## src/rtl/sync_q_wr_arbiter.sv

```systemverilog
// sync_q_wr_arbiter: round-robin write-side arbiter sharing one synchronous queue
// between NREQ requesters. The winning beat is forwarded combinationally to the
// queue write port, tagged with its source index in the upper IDW bits.
// Optional macro SYNC_Q_ARB_LOCK_EN: once a requester's first beat is accepted,
// the grant stays on that requester until its req_last beat is accepted.
module sync_q_wr_arbiter #(
    parameter int NREQ  = 4,
    parameter int WIDTH = 31,
    parameter int IDW   = $clog2(NREQ)
) (
    input  logic                  CLK,
    input  logic                  RSTN,
    input  logic [NREQ-1:0]       req_valid,
    input  logic [NREQ-1:0]       req_last,
    input  logic [NREQ*WIDTH-1:0] req_data,
    output logic [NREQ-1:0]       req_ready,
    output logic                  q_wen,
    output logic [WIDTH+IDW-1:0]  q_wdata,
    input  logic                  q_wok,
    input  logic                  q_flush,
    output logic [IDW-1:0]        grant_id,
    output logic                  locked
);

    logic [IDW-1:0]   rr_ptr_q, rr_ptr_d;
    logic             search_vld;
    logic [IDW-1:0]   search_idx;
    logic             win_vld;
    logic [IDW-1:0]   win_idx;
    logic [WIDTH-1:0] win_data;
    logic [IDW-1:0]   ptr_inc;
    int               cand;

    // Round-robin search: first valid requester at or after rr_ptr, wrapping at NREQ.
    always_comb begin
        search_vld = 1'b0;
        search_idx = '0;
        cand       = 0;
        // Walk downward so the closest requester to rr_ptr is the last one written.
        for (int k = NREQ - 1; k >= 0; k--) begin
            cand = int'(rr_ptr_q) + k;
            if (cand >= NREQ) cand = cand - NREQ;
            if (req_valid[IDW'(cand)]) begin
                search_vld = 1'b1;
                search_idx = IDW'(cand);
            end
        end
    end

`ifdef SYNC_Q_ARB_LOCK_EN
    typedef enum logic {IDLE = 1'b0, LOCKED = 1'b1} state_t;

    state_t         state_q, state_d;
    logic [IDW-1:0] lock_id_q, lock_id_d;
    logic           locked_q;

    // Winner selection: locked owner only while a packet is in flight.
    always_comb begin
        if (state_q == LOCKED) begin
            win_vld = req_valid[lock_id_q];
            win_idx = lock_id_q;
        end else begin
            win_vld = search_vld;
            win_idx = search_idx;
        end
    end

    // Next-state: flush wins over accept; an accepted non-last beat locks the owner.
    always_comb begin
        state_d   = state_q;
        rr_ptr_d  = rr_ptr_q;
        lock_id_d = lock_id_q;
        if (q_flush) begin
            state_d   = IDLE;
            rr_ptr_d  = '0;
            lock_id_d = '0;
        end else if (q_wen) begin
            rr_ptr_d = ptr_inc;
            if (req_last[win_idx]) begin
                state_d = IDLE;
            end else begin
                state_d   = LOCKED;
                lock_id_d = win_idx;
            end
        end
    end

    // FSM, pointer and owner registers with a registered locked flag.
    always_ff @(posedge CLK or negedge RSTN) begin
        if (!RSTN) begin
            state_q   <= IDLE;
            rr_ptr_q  <= '0;
            lock_id_q <= '0;
            locked_q  <= 1'b0;
        end else begin
            state_q   <= state_d;
            rr_ptr_q  <= rr_ptr_d;
            lock_id_q <= lock_id_d;
            locked_q  <= (state_d == LOCKED);
        end
    end

    assign locked = locked_q;
`else
    logic unused_last;
    assign unused_last = ^req_last;

    // Winner selection: every beat arbitrated independently.
    always_comb begin
        win_vld = search_vld;
        win_idx = search_idx;
    end

    // Next pointer: flush clears, an accepted beat advances past the winner.
    always_comb begin
        rr_ptr_d = rr_ptr_q;
        if (q_flush) begin
            rr_ptr_d = '0;
        end else if (q_wen) begin
            rr_ptr_d = ptr_inc;
        end
    end

    // Round-robin pointer register.
    always_ff @(posedge CLK or negedge RSTN) begin
        if (!RSTN) begin
            rr_ptr_q <= '0;
        end else begin
            rr_ptr_q <= rr_ptr_d;
        end
    end

    assign locked = 1'b0;
`endif

    assign ptr_inc = (win_idx == IDW'(NREQ - 1)) ? '0 : win_idx + 1'b1;
    assign q_wen   = win_vld & q_wok & ~q_flush;

    // Payload mux, ready decode and tagged write data for the winner.
    always_comb begin
        win_data  = '0;
        req_ready = '0;
        for (int i = 0; i < NREQ; i++) begin
            if (win_idx == IDW'(i)) begin
                win_data     = req_data[i*WIDTH +: WIDTH];
                req_ready[i] = q_wen;
            end
        end
        q_wdata  = win_vld ? {win_idx, win_data} : '0;
        grant_id = win_vld ? win_idx : '0;
    end

endmodule

```

## config.mk

```make
export PLATFORM = sky130hd
export DESIGN_NAME = sync_q_wr_arbiter
export DESIGN_NICKNAME = d
export VERILOG_FILES = /design/src/rtl/sync_q_wr_arbiter.sv
export SDC_FILE = /design/constraint.sdc
export NUM_CORES = 1
export LEC_CHECK = 0
export ABC_AREA = 1
export ABC_CLOCK_PERIOD_IN_PS = 3000
export BUFFER_PORTS_ARGS = -buffer_cell sky130_fd_sc_hd__buf_2
export CAP_MARGIN = 30
export CORE_ASPECT_RATIO = 0.6
export CORE_MARGIN = 1
export CORE_UTILIZATION = 34
export CTS_CLUSTER_DIAMETER = 200
export DETAILED_ROUTE_END_ITERATION = 12
export PLACE_DENSITY = 0.89
export SLEW_MARGIN = 20
export SYNTH_ARGS = -nofsm -noshare
export SYNTH_HDL_FRONTEND = slang
export SYNTH_SLANG_ARGS = --single-unit
```

## constraint.sdc

```tcl
create_clock -name CLK -period 3 [get_ports CLK]
set_input_delay 0.6 -clock CLK [delete_from_list [all_inputs] [get_ports CLK]]
set_output_delay 0.6 -clock CLK [all_outputs]
set_load 0.01 [all_outputs]
```

Word-level counts from Yosys, hierarchy flattened
Cells that the tools add are included.
{ "op_classes": {"n_reduce_logical": 2, "eq_ne": 3, "muxes": 37, "n_bitwise": 3, "add_sub_neg": 8, "order_cmp": 8} }
{ "op_table": {"columns": ["op", "count"], "rows": [
  ["two-way mux 31 bit", 4],
  ["two-way mux 33 bit", 1],
  ["two-way mux 2 bit", 12],
  ["less-than comparator 2 x 4 -> 1 bit (second input constant)", 4],
  ["two-way mux 1 bit", 16],
  ["greater-or-equal comparator 3 bit (second input constant)", 3],
  ["binary-select mux 1 bit (select 2 bit)", 4],
  ["subtractor 2 x 1 -> 2 bit (second input constant)", 4],
  ["adder 2 x 2 -> 3 bit (second input constant)", 2],
  ["equality test 2 bit (second input constant)", 2],
  ["adder 2 x 1 -> 3 bit (second input constant)", 1],
  ["greater-or-equal comparator 2 x 3 -> 1 bit (second input constant)", 1],
  ["adder 2 x 1 -> 2 bit (second input constant)", 1],
  ["bitwise AND 1 bit", 2],
  ["equality test 2 x 1 -> 1 bit (second input constant)", 1],
  ["logical NOT 2 bit", 1],
  ["nonzero test 2 bit", 1],
  ["NOT 1 bit", 1]
]} }
{ "totals": {"out_inout_bits": 41, "elab_cells": 62, "inputBits": 136, "register_bits": 2} }

Depth between registers and ports, before layout
{ "logic_depth": {"depth_word": 16, "mapped_depth": 17, "ltp_nobuf": 15} }

Worst setup path before layout
OpenSTA, ideal clock, no wires.
{ "synth_path": {"path_kind": "input port to output port", "startpoint": "in req_valid[3]", "endpoint": "out q_wdata[10]", "required_time_ns": 2.400, "path_slack_ns": 0.050, "path_buffers": 1, "t_arrival_ns": 2.350, "path_stages": 16, "cell_sequence": "inv_1 -> o21ai_1 -> nand3_1 -> nand2_1 -> nand2_1 -> nand2_1 -> nand2_1 -> nand2_1 -> inv_1 -> ha_1 -> inv_1 -> clkbuf_1 -> nor2_1 -> o21ai_0 -> o21ai_0 -> a21oi_1"} }
{ "synth_between": {"elab_chain_len": 13, "word_cells_on_any_way": 29, "cone_classes": "eq/ne: 3; mux: 25; reduce/logical: 1"} }
{ "synth_rtl": {"columns": ["element", "line_no", "source"], "rows": [
  ["start, declared", "13", "input logic [NREQ-1:0] req_valid,"],
  ["binary-select mux 1 bit (select 2 bit)", "43", "if (req_valid[IDW'(cand)]) begin"],
  ["two-way mux 1 bit (implied by the code) (2 in series)", "43", null],
  ["two-way mux 2 bit (4 in series)", "43", null],
  ["logical NOT 2 bit", "144", "if (win_idx == IDW'(i)) begin"],
  ["two-way mux 31 bit (4 in series)", "144", null],
  ["two-way mux 33 bit *", "149", "q_wdata = win_vld ? {win_idx, win_data} : '0;"],
  ["end, declared", "18", "output logic [WIDTH+IDW-1:0] q_wdata,"]
]} }
Every way passes the cells marked *; elsewhere a longest branch is shown, timed or not. The select of a mux whose other input is x is not followed.

Worst setup path in the final report
{ "layout_path": {"startpoint": "reg rr_ptr_q[0]", "endpoint": "out q_wdata[12]"} }
{ "layout_between": {"elab_chain_len": 16, "word_cells_on_any_way": 44, "cone_classes": "add/sub: 7; order compare: 4; eq/ne: 3; mux: 29; reduce/logical: 1"} }
{ "layout_rtl": {"columns": ["element", "line_no", "source"], "rows": [
  ["start, declared", "25", "logic [IDW-1:0] rr_ptr_q, rr_ptr_d;"],
  ["start signal, assigned", "129", "rr_ptr_q <= rr_ptr_d;"],
  ["adder 2 x 2 -> 3 bit", "41", "cand = int'(rr_ptr_q) + k;"],
  ["greater-or-equal comparator 3 bit / subtractor 2 x 1 -> 2 bit (equally long branches)", "42", "if (cand >= NREQ) cand = cand - NREQ;"],
  ["two-way mux 2 bit", "42", null],
  ["binary-select mux 1 bit (select 2 bit)", "43", null],
  ["two-way mux 1 bit (implied by the code) (2 in series)", "43", null],
  ["two-way mux 2 bit (4 in series)", "43", null],
  ["logical NOT 2 bit", "144", null],
  ["two-way mux 31 bit (4 in series)", "144", null],
  ["two-way mux 33 bit *", "149", null]
]} }
Marks and branches as above.

==> run_results.csv <==
group,metric,value,unit
synth,synthDistinctLibCells,21,
synth,syn_area,0.00146,mm2
timing,timing.hold.ws,0.167,ns
synth,synthMuxAreaShare,0,%
die,die_w,86.6,um
cts,cts_buffers,3,
cts,hold_buffers,0,
cts,root_buffer,"clkbuf_8",
synth,yosysSeqAreaShare,3.42,%
power_and_ir_drop,switching_share,51.1,%
power_and_ir_drop,clockPowerShare,2.0,%
cts,clk_path_buf_depth,2,
global_routing,grt_pass1_vias,2237,
timing,period_share,104,%
synth,ys_seq_elements,2,
synth,yosysWarningCount,0,
worst_setup_path,crit_slowest_cell,"dfrtp_2",
synth,synth_common_cells,"o21ai_0 (84), a21oi_1 (63), nor2_1 (37), nand2_1 (31), clkbuf_1 (17)",
timing,final-hold-violation-count,0,
synth,synthXorXnorAreaFrac,0.599,%
power_and_ir_drop,leakagePower,1.59,nW
global_routing,gr-total-overflow,0,
flow_run,cap_violations,0,
finish,utilization,73.5,%
route,ant_nets,0,
finish,antenna_cells,0,
synth,synth_top_family_by_area,"compound AO/OA/AOI/OAI gates",
worst_setup_path,path_class,"reg -> out",
timing,min_period,3.11,ns
finish,area_growth_syn_to_layout,107,%
synth,synthTopCellsByArea,"o21ai_0 (29%), a21oi_1 (22%), nor2_1 (9.5%)",
finish,nNetsFinal,618,
synth,synth_nets,429,
cts,clkLatencyLatePin,0.21,ns
global_routing,grt_util_all_layers,28.2,%
timing,setup_viol,29,
synth,yosysMostFrequentCell,"o21ai_0",
synth,synth-compound-area-share,55.1,%
worst_setup_path,cp-end-kind,"primary output",
synth,syn_area_per_cell,5.06,um2
synth,synth_edf_count,0,
finish,regMostFlops,"rr_ptr_q",
synth,synth_fa_ha_area_share,3.42,%
cts,htree_levels,1,
worst_setup_path,cpPeakStageDelay,0.43,ns
route,drc,0,
route,drtIter0Drc,127,
route,via_per_inst,5.26,
synth,synth_top_area_cell,"o21ai_0",
min_path,min_path_type,"in -> async",
cts,cts_tree,"built",
timing,clock.fmax,321,MHz
route,via_count,2818,
finish,drive_gt1_share,56.3,%
synth,syn_inst,289,
timing,fin_skew,0.00218,ns
power_and_ir_drop,internal-power,2.68,mW
run_status,violations,"setup timing",
placed_design,routabilityCongestion,0.911,
worst_setup_path,cp-start-kind,"register",
die,start_util,35.5,%
run_status,outcome,"finished, violations left",
synth,synth_simple_gate_area_share,22.7,%
synth,async_flop_share,100,%
worst_setup_path,required,2.40,ns
global_routing,grt_max_degree,34,
finish,reg_top3,"rr_ptr_q x2",
global_routing,antenna_found_initial,0,
route,routed_wl,7340,um
worst_setup_path,cp.arrival,2.51,ns
die,dieArea,0.00457,mm2
synth,synthFlopType,"dfrtp_1",
cts,clk_pin_slew,0.03,ns
route,wl_per_cell,13.7,um
finish,fillCellCount,371,
placed_design,dp_hpwl,4930,um
global_routing,grt_first_pass_wirelength,10100,um
worst_setup_path,critPathMaxFanout,23,
route,dr.pass1.iters,6,
die,std_cell_rows,18,
finish,largest_register_ff_count,2,
worst_setup_path,path_common_cell,"nor2_1",
finish,fin_area,0.00303,mm2
die,core_area,0.00412,mm2
placed_design,port_buffers,171,
timing,rsz0062_at_grt,"yes",
synth,yosys.area.top_type_share,28.8,%
cts,cts.sinks,2,
power_and_ir_drop,combinationalPowerShare,96.9,%
worst_setup_path,critical_path.cell_chain,"buf_6 -> o21ai_4 -> nor2_1 -> nor2_1 -> nand3_2 -> nand2_4 -> inv_4 -> buf_4 -> ha_4 -> inv_8 -> buf_12 -> buf_16 -> o21ai_0 -> a21oi_1 -> buf_2",
placed_design,dpl_cell_area,0.00247,mm2
power_and_ir_drop,pwr-share-seq,1.1,%
timing,maxSlewViolCount,0,
power_and_ir_drop,ir_drop,0.838,mV
power_and_ir_drop,switchingPower,2.80,mW
die,io_pins,177,
timing,worst_slack,-0.111,ns
die,dieHeight,52.8,um
placed_design,dp_slack,-0.255,ns
power_and_ir_drop,p_per_area,1810,mW/mm2
timing,fin_setup_tns,-2.31,ns
-- cells by family after synthesis --
| logic type | after synthesis |
|---|---|
| compound gates | 160 |
| simple gates | 79 |
| buf+inv | 42 |
| fa+ha+maj | 4 |
| flops | 2 |
| xor+xnor | 1 |
| other cells | 1 |
-- power groups by stage --
stage | combinational [mW] | clock [mW] | sequential, mW
after floorplan | 2.40 | 0 | 0.0506
after global placement | 3.76 | 0 | 0.0625
after detailed placement | 3.85 | 0 | 0.0643
after CTS | 4.69 | 0.107 | 0.0558
after global routing | 5.76 | 0.112 | 0.0625
final | 5.31 | 0.107 | 0.0624
-- worst max-delay path, delay by kind of cell (launching register included) --
family	cells	cell delay, ns
flip-flops	1	0.43
buffers and inverters	7	0.79
adder cells (fa/ha/maj)	1	0.17
AO/OA/AOI/OAI	3	0.43
AND/OR/NAND/NOR	4	0.46
-- routing by layer --
layer  routed length, um  global-route usage (%)  up-vias  share of wire (%)
met4                 111                    8.06        0                1.5
met2                3600                    53.8      165                 49
li1                    -                       -     1370                  -
met5                   0                       0        -                  0
met3                 601                    1.89       14                8.2
met1                3020                    34.4     1269                 41
-- final timing paths --
check                       startpoint          end  slack [ns]  depth (start not counted)
setup / recovery           rr_ptr_q[0]  q_wdata[12]       -0.11                         15
hold / removal                    RSTN  rr_ptr_q[1]        0.17                          1
setup reg to reg           rr_ptr_q[0]  rr_ptr_q[0]        1.12                         11
hold reg to reg            rr_ptr_q[1]  rr_ptr_q[1]        0.72                          2
max in group asynchronous         RSTN  rr_ptr_q[0]        2.72                          1
min in group CLK               q_flush  rr_ptr_q[1]        0.72                          4
-- through the flow --
stage,std cells,power (mW)
floorplan,289,2.45
global placement,515,3.82
detailed placement,515,3.92
CTS,529,4.85
global route,536,5.93
finish,536,5.48
-- timing repair --
| item | 4_1_cts | 5_1_grt |
|---|---|---|
| buffers inserted | 7 | 7 |
| pin swaps | 13 | 23 |
| gates cloned | 4 | 1 |
| resized for setup | 68 | 57 |
| endpoints found under the setup margin | 31 | 32 |
-- cell usage in the layout, fill, tap and decap left out, drive strengths merged --
| cell | count |
|---|---|
| buf | 211 |
| conb | 1 |
| inv | 14 |
| ha | 4 |
| dfrtp | 2 |
| nand3 | 6 |
| clkbuf | 4 |
| nor2 | 39 |
| xnor2 | 1 |
| nand2 | 34 |
| o21ai | 97 |
| a21oi | 63 |
-- layout make-up --
type / count / area (um2) / area share, %
flip-flops and latches: 2 / 51.3 / 1.69
multi-input cells: 245 / 1390 / 45.9
inverters: 14 / 70.1 / 2.31
clock buffers: 3 / 41.3 / 1.36
well taps: 60 / 75.1 / 2.48
repair buffers: 212 / 1400 / 46.2
Note: power is estimated with default switching activity, not from simulation.
